### config.mk
export PLATFORM = sky130hd
export DESIGN_NAME = dec_frame_assembler
export DESIGN_NICKNAME = d
export VERILOG_FILES = /design/src/rtl/dec_pkg.sv /design/src/rtl/dec_out_slot.sv /design/src/rtl/dec_frame_assembler.sv
export SDC_FILE = /design/constraint.sdc
export NUM_CORES = 1
export LEC_CHECK = 0
export BUFFER_PORTS_ARGS = -buffer_cell sky130_fd_sc_hd__buf_2
export CORE_MARGIN = 2
export CORE_UTILIZATION = 40
export CTS_BUF_LIST = sky130_fd_sc_hd__clkbuf_4
export DETAILED_ROUTE_END_ITERATION = 12
export SYNTH_ARGS = -nofsm -noshare
export SYNTH_HDL_FRONTEND = slang
export SYNTH_SLANG_ARGS = --single-unit
### constraint.sdc
create_clock -name Clk -period 2.85 [get_ports Clk]
set_clock_uncertainty 0.05 [all_clocks]
set_input_delay 0.57 -clock Clk [delete_from_list [all_inputs] [get_ports Clk]]
set_output_delay 0.57 -clock Clk [all_outputs]
set_load 0.01 [all_outputs]
### src/rtl/dec_pkg.sv
// Shared definitions for the decrypt-function front end: frame field
// positions, error encodings, function identifiers and the frame checker.
package dec_pkg;

    localparam int RAND_MSB    = 77;
    localparam int RAND_LSB    = 67;
    localparam int CT_MSB      = 66;
    localparam int CT_LSB      = 6;
    localparam int SEL_MSB     = 5;
    localparam int SEL_LSB     = 0;
    localparam int FRAME_BYTES = 10;
    localparam int FRAME_W     = 80;
    localparam int DATA_W      = 78;

    localparam logic [1:0] ERR_NONE = 2'd0;
    localparam logic [1:0] ERR_PAD  = 2'd1;
    localparam logic [1:0] ERR_SEL  = 2'd2;
    localparam logic [1:0] ERR_TMO  = 2'd3;

    localparam logic [5:0] DEC_FN_1 = 6'd1;
    localparam logic [5:0] DEC_FN_2 = 6'd2;
    localparam logic [5:0] DEC_FN_3 = 6'd3;
    localparam logic [5:0] DEC_FN_4 = 6'd4;

    typedef enum logic [0:0] {
        ST_IDLE    = 1'b0,
        ST_COLLECT = 1'b1
    } asm_state_t;

    // Classify a complete frame; a bad pad outranks a wrong selector.
    function automatic logic [1:0] frame_check(input logic [FRAME_W-1:0] frame,
                                               input logic [5:0]         fn_id);
        logic [1:0] code;
        if (frame[FRAME_W-1:DATA_W] != 2'b00) begin
            code = ERR_PAD;
        end else if (frame[SEL_MSB:SEL_LSB] != fn_id) begin
            code = ERR_SEL;
        end else begin
            code = ERR_NONE;
        end
        return code;
    endfunction

endpackage

### src/rtl/dec_out_slot.sv
// One-entry valid/ready holding register. A load in the same cycle as a
// consume replaces the old entry and keeps the slot valid.
module dec_out_slot
    import dec_pkg::*;
(
    input  logic              clk,
    input  logic              rst_n,
    input  logic              i_load,
    input  logic [DATA_W-1:0] i_data,
    input  logic              i_ready,
    output logic              o_valid,
    output logic [DATA_W-1:0] o_data
);

    logic              r_valid;
    logic [DATA_W-1:0] r_data;

    // Slot register: load wins over consume, data is stable while held.
    always_ff @(posedge clk or negedge rst_n) begin
        if (!rst_n) begin
            r_valid <= 1'b0;
            r_data  <= {DATA_W{1'b0}};
        end else if (i_load) begin
            r_valid <= 1'b1;
            r_data  <= i_data;
        end else if (r_valid && i_ready) begin
            r_valid <= 1'b0;
        end else begin
            r_valid <= r_valid;
        end
    end

    assign o_valid = r_valid;
    assign o_data  = r_data;

endmodule

### src/rtl/dec_frame_assembler.sv
// Byte-stream to 78-bit frame assembler: collects 10 bytes MSB-first,
// checks pad and selector, hands good frames to a one-entry output slot
// and counts dropped frames (bad pad, wrong selector, inter-byte timeout).
module dec_frame_assembler
    import dec_pkg::*;
#(
    parameter int unsigned FN_ID   = 4,
    parameter int unsigned TIMEOUT = 255,
    parameter int unsigned ERRW    = 8
) (
    input  logic              Clk,
    input  logic              Rst_n,
    input  logic [7:0]        in_data,
    input  logic              in_valid,
    output logic              in_ready,
    output logic [DATA_W-1:0] data_1,
    output logic              out_valid,
    input  logic              out_ready,
    output logic              err_pulse,
    output logic [1:0]        err_code,
    output logic [ERRW-1:0]   err_count
);

    localparam logic [5:0]      FN_SEL   = 6'(FN_ID);
    localparam logic [15:0]     TMO_LAST = 16'(TIMEOUT - 1);
    localparam logic [3:0]      LAST_IDX = 4'(FRAME_BYTES - 1);
    localparam logic [ERRW-1:0] CNT_ONE  = ERRW'(1);

    asm_state_t            r_state;
    asm_state_t            w_state_nxt;
    logic [3:0]            r_byte_cnt;
    logic [71:0]           r_shift;
    logic [15:0]           r_timer;
    logic                  r_err_pulse;
    logic [1:0]            r_err_code;
    logic [ERRW-1:0]       r_err_count;

    logic                  w_in_ready;
    logic                  w_accept;
    logic                  w_last;
    logic                  w_timeout;
    logic                  w_load;
    logic                  w_drop;
    logic [1:0]            w_drop_code;
    logic [1:0]            w_chk;
    logic [FRAME_W-1:0]    w_frame;
    logic                  w_slot_valid;
    logic [DATA_W-1:0]     w_slot_data;

    // The final byte may only enter when the slot is free or emptying now.
    assign w_in_ready = !((r_byte_cnt == LAST_IDX) && w_slot_valid && !out_ready);

    // FSM state register.
    always_ff @(posedge Clk or negedge Rst_n) begin
        if (!Rst_n) begin
            r_state <= ST_IDLE;
        end else begin
            r_state <= w_state_nxt;
        end
    end

    // FSM next state: a first byte opens a frame, completion or timeout closes it.
    always_comb begin
        w_state_nxt = r_state;
        case (r_state)
            ST_IDLE: begin
                if (w_accept) begin
                    w_state_nxt = ST_COLLECT;
                end else begin
                    w_state_nxt = ST_IDLE;
                end
            end
            ST_COLLECT: begin
                if (w_last || w_timeout) begin
                    w_state_nxt = ST_IDLE;
                end else begin
                    w_state_nxt = ST_COLLECT;
                end
            end
            default: w_state_nxt = ST_IDLE;
        endcase
    end

    // FSM outputs: handshake, completion check on the incoming 10th byte, timeout.
    always_comb begin
        w_accept    = in_valid && w_in_ready;
        w_frame     = {r_shift, in_data};
        w_chk       = frame_check(w_frame, FN_SEL);
        w_last      = 1'b0;
        w_timeout   = 1'b0;
        case (r_state)
            ST_IDLE: begin
                w_last    = 1'b0;
                w_timeout = 1'b0;
            end
            ST_COLLECT: begin
                w_last    = w_accept && (r_byte_cnt == LAST_IDX);
                w_timeout = !w_accept && w_in_ready && (r_timer == TMO_LAST);
            end
            default: begin
                w_last    = 1'b0;
                w_timeout = 1'b0;
            end
        endcase
        w_load = w_last && (w_chk == ERR_NONE);
        if (w_last && (w_chk != ERR_NONE)) begin
            w_drop      = 1'b1;
            w_drop_code = w_chk;
        end else if (w_timeout) begin
            w_drop      = 1'b1;
            w_drop_code = ERR_TMO;
        end else begin
            w_drop      = 1'b0;
            w_drop_code = ERR_NONE;
        end
    end

    // Assembly datapath: byte counter, shift register and inter-byte timer.
    always_ff @(posedge Clk or negedge Rst_n) begin
        if (!Rst_n) begin
            r_byte_cnt <= 4'd0;
            r_shift    <= 72'd0;
            r_timer    <= 16'd0;
        end else if (w_last || w_timeout) begin
            r_byte_cnt <= 4'd0;
            r_shift    <= 72'd0;
            r_timer    <= 16'd0;
        end else if (w_accept) begin
            r_byte_cnt <= r_byte_cnt + 4'd1;
            r_shift    <= {r_shift[63:0], in_data};
            r_timer    <= 16'd0;
        end else if ((r_state == ST_COLLECT) && w_in_ready) begin
            r_timer    <= r_timer + 16'd1;
        end else begin
            r_timer    <= r_timer;
        end
    end

    // Drop reporting: one-cycle pulse, sticky cause, saturating counter.
    always_ff @(posedge Clk or negedge Rst_n) begin
        if (!Rst_n) begin
            r_err_pulse <= 1'b0;
            r_err_code  <= ERR_NONE;
            r_err_count <= {ERRW{1'b0}};
        end else if (w_drop) begin
            r_err_pulse <= 1'b1;
            r_err_code  <= w_drop_code;
            if (!(&r_err_count)) begin
                r_err_count <= r_err_count + CNT_ONE;
            end else begin
                r_err_count <= r_err_count;
            end
        end else begin
            r_err_pulse <= 1'b0;
        end
    end

    dec_out_slot u_slot (
        .clk     (Clk),
        .rst_n   (Rst_n),
        .i_load  (w_load),
        .i_data  (w_frame[DATA_W-1:0]),
        .i_ready (out_ready),
        .o_valid (w_slot_valid),
        .o_data  (w_slot_data)
    );

    assign in_ready  = w_in_ready;
    assign data_1    = w_slot_data;
    assign out_valid = w_slot_valid;
    assign err_pulse = r_err_pulse;
    assign err_code  = r_err_code;
    assign err_count = r_err_count;

endmodule
==> Word level (Yosys, flattened, before mapping) <==
Cells that the tools add are included.
{ "totals": {"reg_bits": 183, "input_bits": 12, "output_inout_bits": 91, "elab_cells": 60} }
{ "op_classes": {"n_addsub": 3, "eq_ne": 3, "n_mux": 21, "bitwise_logic": 2, "n_reduce_logical": 22} }
{ "op_table": {"columns": ["cell", "n"], "rows": [
  ["72-bit two-way mux", 2],
  ["16-bit two-way mux", 3],
  ["16-bit by 1-bit adder with 16-bit output (second input constant)", 1],
  ["16-bit by 8-bit equality test with 1-bit output (second input constant)", 1],
  ["1-bit logical AND", 10],
  ["8-bit by 1-bit adder with 8-bit output (second input constant)", 1],
  ["2-bit two-way mux", 4],
  ["4-bit two-way mux", 2],
  ["8-bit AND reduction", 1],
  ["2-bit nonzero test", 4],
  ["1-bit two-way mux", 7],
  ["6-bit by 3-bit != test with 1-bit output (second input constant)", 1],
  ["1-bit one-hot mux with 2 select lines", 3],
  ["4-bit by 1-bit adder with 4-bit output (second input constant)", 1],
  ["4-bit equality test (second input constant)", 1],
  ["1-bit zero test", 3],
  ["3-bit nonzero test", 1],
  ["2-bit zero test", 1],
  ["1-bit NOT", 2],
  ["2-bit AND reduction", 1],
  ["1-bit logical OR", 1]
]} }

==> Depth between registers and ports, before layout <==
{ "depth": {"ltp_word": 12, "depth_mapped": 10, "mapped_depth_nobuf": 7} }

==> By module <==
Synthesis repeated with hierarchy kept, for this count alone.
{ "hier_totals": {"cells_unflattened": 656, "hier_area_um2": 7739.9} }
{ "modules_own_cells": {"columns": ["module", "instances", "cells_each", "area_each_um2", "seq_area_each_um2"], "rows": [
  ["dec_frame_assembler", 1, 488, 4775.8, 2602.5],
  ["dec_out_slot", 1, 168, 2964.1, 1976.9]
]} }

==> Worst setup path after synthesis <==
No wires, ideal clock.
{ "synth_path": {"path_type": "register -> register", "startpoint": "register r_byte_cnt[0]", "endpoint": "register u_slot.r_data[74], in the netlist u_slot.o_data[74]", "setup_time_ns": 0.127, "arrival_time_ns": 2.012, "required_ns": 2.673, "path_slack_ns": 0.660, "stages_incl_launch_ff": 10, "n_path_buf": 4, "period_less_slack_ns": 2.190, "cell_sequence": "dfrtp_1 > ha_1 > and3b_1 > buf_2 > a21oi_4 > and4_1 > buf_4 > buf_6 > buf_8 > mux2_1"} }
{ "synth_via": {"elab_chain_cells": 8} }
{ "synth_rtl": {"columns": ["item", "line_no", "rtl"], "rows": [
  ["from (decl)", "dec_frame_assembler.sv:31", "logic [3:0] r_byte_cnt;"],
  ["from (signal assigned)", "dec_frame_assembler.sv:129", "r_byte_cnt <= r_byte_cnt + 4'd1;"],
  ["4-bit equality test (*)", "dec_frame_assembler.sv:51, dec_frame_assembler.sv:97", null],
  ["1-bit logical AND (2 in a row)", "dec_frame_assembler.sv:51", "assign w_in_ready = !((r_byte_cnt == LAST_IDX) && w_slot_valid && !out_ready);"],
  ["1-bit zero test", "dec_frame_assembler.sv:51", null],
  ["1-bit logical AND", "dec_frame_assembler.sv:86", "w_accept = in_valid && w_in_ready;"],
  ["1-bit logical AND (*)", "dec_frame_assembler.sv:97", "w_last = w_accept && (r_byte_cnt == LAST_IDX);"],
  ["1-bit one-hot mux with 2 select lines (*)", "dec_frame_assembler.sv:91", "case (r_state)"],
  ["1-bit logical AND (*)", "dec_frame_assembler.sv:105", "w_load = w_last && (w_chk == ERR_NONE);"],
  ["to (signal assigned)", "dec_out_slot.sv:22", "r_data <= {DATA_W{1'b0}};"],
  ["to (signal assigned)", "dec_out_slot.sv:25", "r_data <= i_data;"],
  ["to (decl)", "dec_out_slot.sv:16", "logic [DATA_W-1:0] r_data;"]
]} }
Every way passes the cells marked *; elsewhere a longest branch is shown, timed or not.
A chain may end at the register's enable or synchronous reset.

==> Worst setup path after layout <==
{ "layout_path": {"startpoint": "register r_byte_cnt[1]", "endpoint": "output port in_ready"} }
{ "layout_via": {"elab_chain_cells": 4} }
{ "layout_rtl": {"columns": ["item", "line_no", "rtl"], "rows": [
  ["4-bit equality test", "dec_frame_assembler.sv:51", null],
  ["1-bit logical AND (2 in a row)", "dec_frame_assembler.sv:51", null],
  ["1-bit zero test", "dec_frame_assembler.sv:51", null],
  ["to (decl)", "dec_frame_assembler.sv:15", "output logic in_ready,"]
]} }
No other way between the ends.

==> impl_metrics.ini <==
[run_status]
outcome = completed

[route]
ant_nets = 0
drc = 0
wl_per_cell_um = 16.2
num_vias = 5019
via_per_inst = 5.07
firstDrtPassIters = 5
drt-total-wl_um = 16000
drtIter0Drc = 406

[critical_path]
startpoint_type = flip-flop
crit_buf_inv = 2
crit_chain = inv_1 -> ha_1 -> and3b_1 -> nand2_1 -> buf_2
r2r_slack_ns = 0.45
endpoint_kind = output pin
cp_slowest_stage_delay_ns = 0.44
critPathTopFamily = simple AND/OR/NAND/NOR gates
crit_path_top_delay_cell = dfrtp_1
crit_required_ns = 2.23
crit_type = flip-flop to output pin
arrival_ns = 1.91
cp_max_fo = 5

[global_routing]
antenna_found_initial = 1
grt_util_all_layers_pct = 17.2
use_met3_pct = 3.59
grt_use_met2_pct = 27.2
grt_pass1_wl_um = 26900
grt_overflow = 0
grt_pass1_vias = 5019
grt_max_degree = 78
grt_util_met1_pct = 24.0
busiest_layer = met2

[final_layout]
areaGrowthSynthToFinish_pct = 14.7
nFillCells = 1645
finalNonFillerCells = 989
final_cell_mix = dfrtp_1, nand2_1, buf_2
postLayoutCellArea_um2 = 8520
drive_gt1_share_pct = 29.9
layout_commonest_cell = dfrtp_1
nNetsFinal = 763

[synthesis]
ys.flop_type = dfrtp_1
yosysUniqueCellTypes = 42
ys_ff_latch = 183
ys_top_cells_by_area = dfrtp_1, mux2_2, nand2_1, a21oi_1, xnor2_1
synth_warnings = 0
async_flop_share_pct = 100
ys_seq_area_share_pct = 61.7
yosysTopAreaCellShare_pct = 61.7
synth_top_area_cell = dfrtp_1
synth_edf_count = 0
avgSynthCellArea_um2 = 11.4
synth_nets = 666
syn_area_um2 = 7420
syn_inst = 649

[sta]
post-route-period-util_pct = 88.9
worstMarginPinSlew_ns = 0.592
setup_ws_ns = 0.317
fmax_mhz = 395
rsz0062_at_grt = false
finalSetupTns_ns = 0
hold_violations = 0
setup_viol = 0
fin_hold_ws_ns = 0.180
relSlewSlack_pct = 60.5
drv_slew = 0
min_period_ns = 2.53

[clock_tree]
path_clk_slew_ns = 0.15
cts_tree = yes
cts_max_path_buffers = 2
h-tree-depth = 4
cts_made_buffers = 17
cts_resized = 0
cts-root-buf = clkbuf_4
clkLatencyLatePin_ns = 0.58
clock-sinks = 183

[placement]
dp_cells = 955
pre_cts_ws_ns = 0.456
placed_area_um2 = 8190
dp_hpwl_um = 10400
io_buffers = 102
place.gp.congestion = 0.825

[pwr]
p_switching_mw = 1.68
power_frac_seq_pct = 58.6
comb_power_share_pct = 13.3
max-vdd-ir-drop_v = 0.000258
pwr-share-clk_pct = 28.1
switching_share_pct = 30.7
power.density_nw_per_um2 = 643
power.internal_mw = 3.79
p_leak_nw = 4.29

[flow_run]
cap_violations = 0

[floorplanning]
io_pins = 103
fp.dieArea_um2 = 19700
initial_utilization_pct = 41.0
die-height_um = 140
core.rowCount = 49
die_w_um = 140
core_area_um2 = 18100

[worst_hold_path]
hp-class = input pin to flip-flop
registers in the layout, indices dropped and copies added, names as in the netlist:
| signal | cells |
|---|---|
| u_slot.o_data | 78 |
| r_shift | 72 |
| r_timer | 16 |
| err_count | 8 |
| r_byte_cnt | 4 |
| err_code | 2 |
| err_pulse | 1 |
| r_state | 1 |
| u_slot.o_valid | 1 |
timing repair:
| item | CTS | global route |
|---|---|---|
| hold buffers | 1 | 0 |
| hold endpoints to repair | 57 | 0 |
| buffers inserted | 0 | 0 |
routing by layer:
metal,up-vias,wire length [um]
met3,17,526
li1,2389,-
met5,-,0
met2,103,7650
met1,2510,7620
met4,0,218
area by class of cell:
cell class | count | area [um^2] | area share (%)
repair buffers | 114 | 662 | 7.77
well taps | 229 | 287 | 3.36
inverters | 3 | 11.3 | 0.132
clock buffers | 17 | 128 | 1.50
flip-flops and latches | 183 | 4580 | 53.8
multi-input cells | 427 | 2660 | 31.3
clock inverters | 15 | 185 | 2.17
diodes | 1 | 2.50 | 0.0294
cell usage after synthesis, types with 2 or more instances:
cell type  count
ha_1           5
o21ai_0        4
and4_1         2
buf_2         12
or2_2          3
nand2_1      161
nor4_1         6
mux2_1         6
nor3_1         4
nor2b_1        6
xor2_1         5
xnor2_1       15
a211oi_1       2
nand3_1        4
inv_1          3
buf_4          7
and3_1         4
dfrtp_1      183
nor4b_1        2
nand2b_1       3
nand4_1        5
o2111ai_1      3
mux2_2        72
clkbuf_1      15
o211ai_1       3
nor2_1        26
a21oi_1       73
worst reg2reg max path, cell delays in order (launching register included):
cell and delay, ns:
dfrtp_1 0.45, ha_1 0.23, and3b_1 0.28, a21oi_4 0.30
and4_4 0.29, buf_12 0.29, mux2_2 0.41
cells by family (layout without fill, tap and decap cells):
group	Yosys count	count (layout)	share of synthesized area, %
and+or+nand+nor	234	234	13.8
xor gates and xnor gates	20	20	2.36
AOI/OAI and AO/OA	90	90	6.71
muxes	78	78	11.8
DFF	183	183	61.7
adders and majority gates	5	5	0.843
buffers and inverters	39	149	2.78
other	0	1	0
power by group through the flow:
stage / logic (mW) / registers [mW] / clock network (mW)
5_1_grt: 0.842 / 3.26 / 1.71
3_3_place_gp: 0.718 / 3.25 / 0
3_5_place_dp: 0.740 / 3.26 / 0
4_1_cts: 0.745 / 3.21 / 1.60
6_report: 0.728 / 3.21 / 1.54
2_1_floorplan: 0.486 / 3.19 / 0
per-stage QoR:
stage               util, %  power, mW
finish                 47.1       5.48
global route           47.1       5.81
CTS                    47.1       5.56
detailed placement     45.3       4.00
global placement       45.3       3.97
floorplan                 -       3.67
worst paths after layout:
path | from | to | cells past startpoint
max in group asynchronous | Rst_n | r_shift[14] | 3
hold / removal | in_data[7] | r_shift[7] | 3
hold reg to reg | u_slot.o_data[2] | u_slot.o_data[2] | 1
setup reg to reg | r_byte_cnt[0] | u_slot.o_data[68] | 6
setup / recovery | r_byte_cnt[1] | in_ready | 5
min in group asynchronous | Rst_n | u_slot.o_data[6] | 2
(Power assumes the default switching activity.)
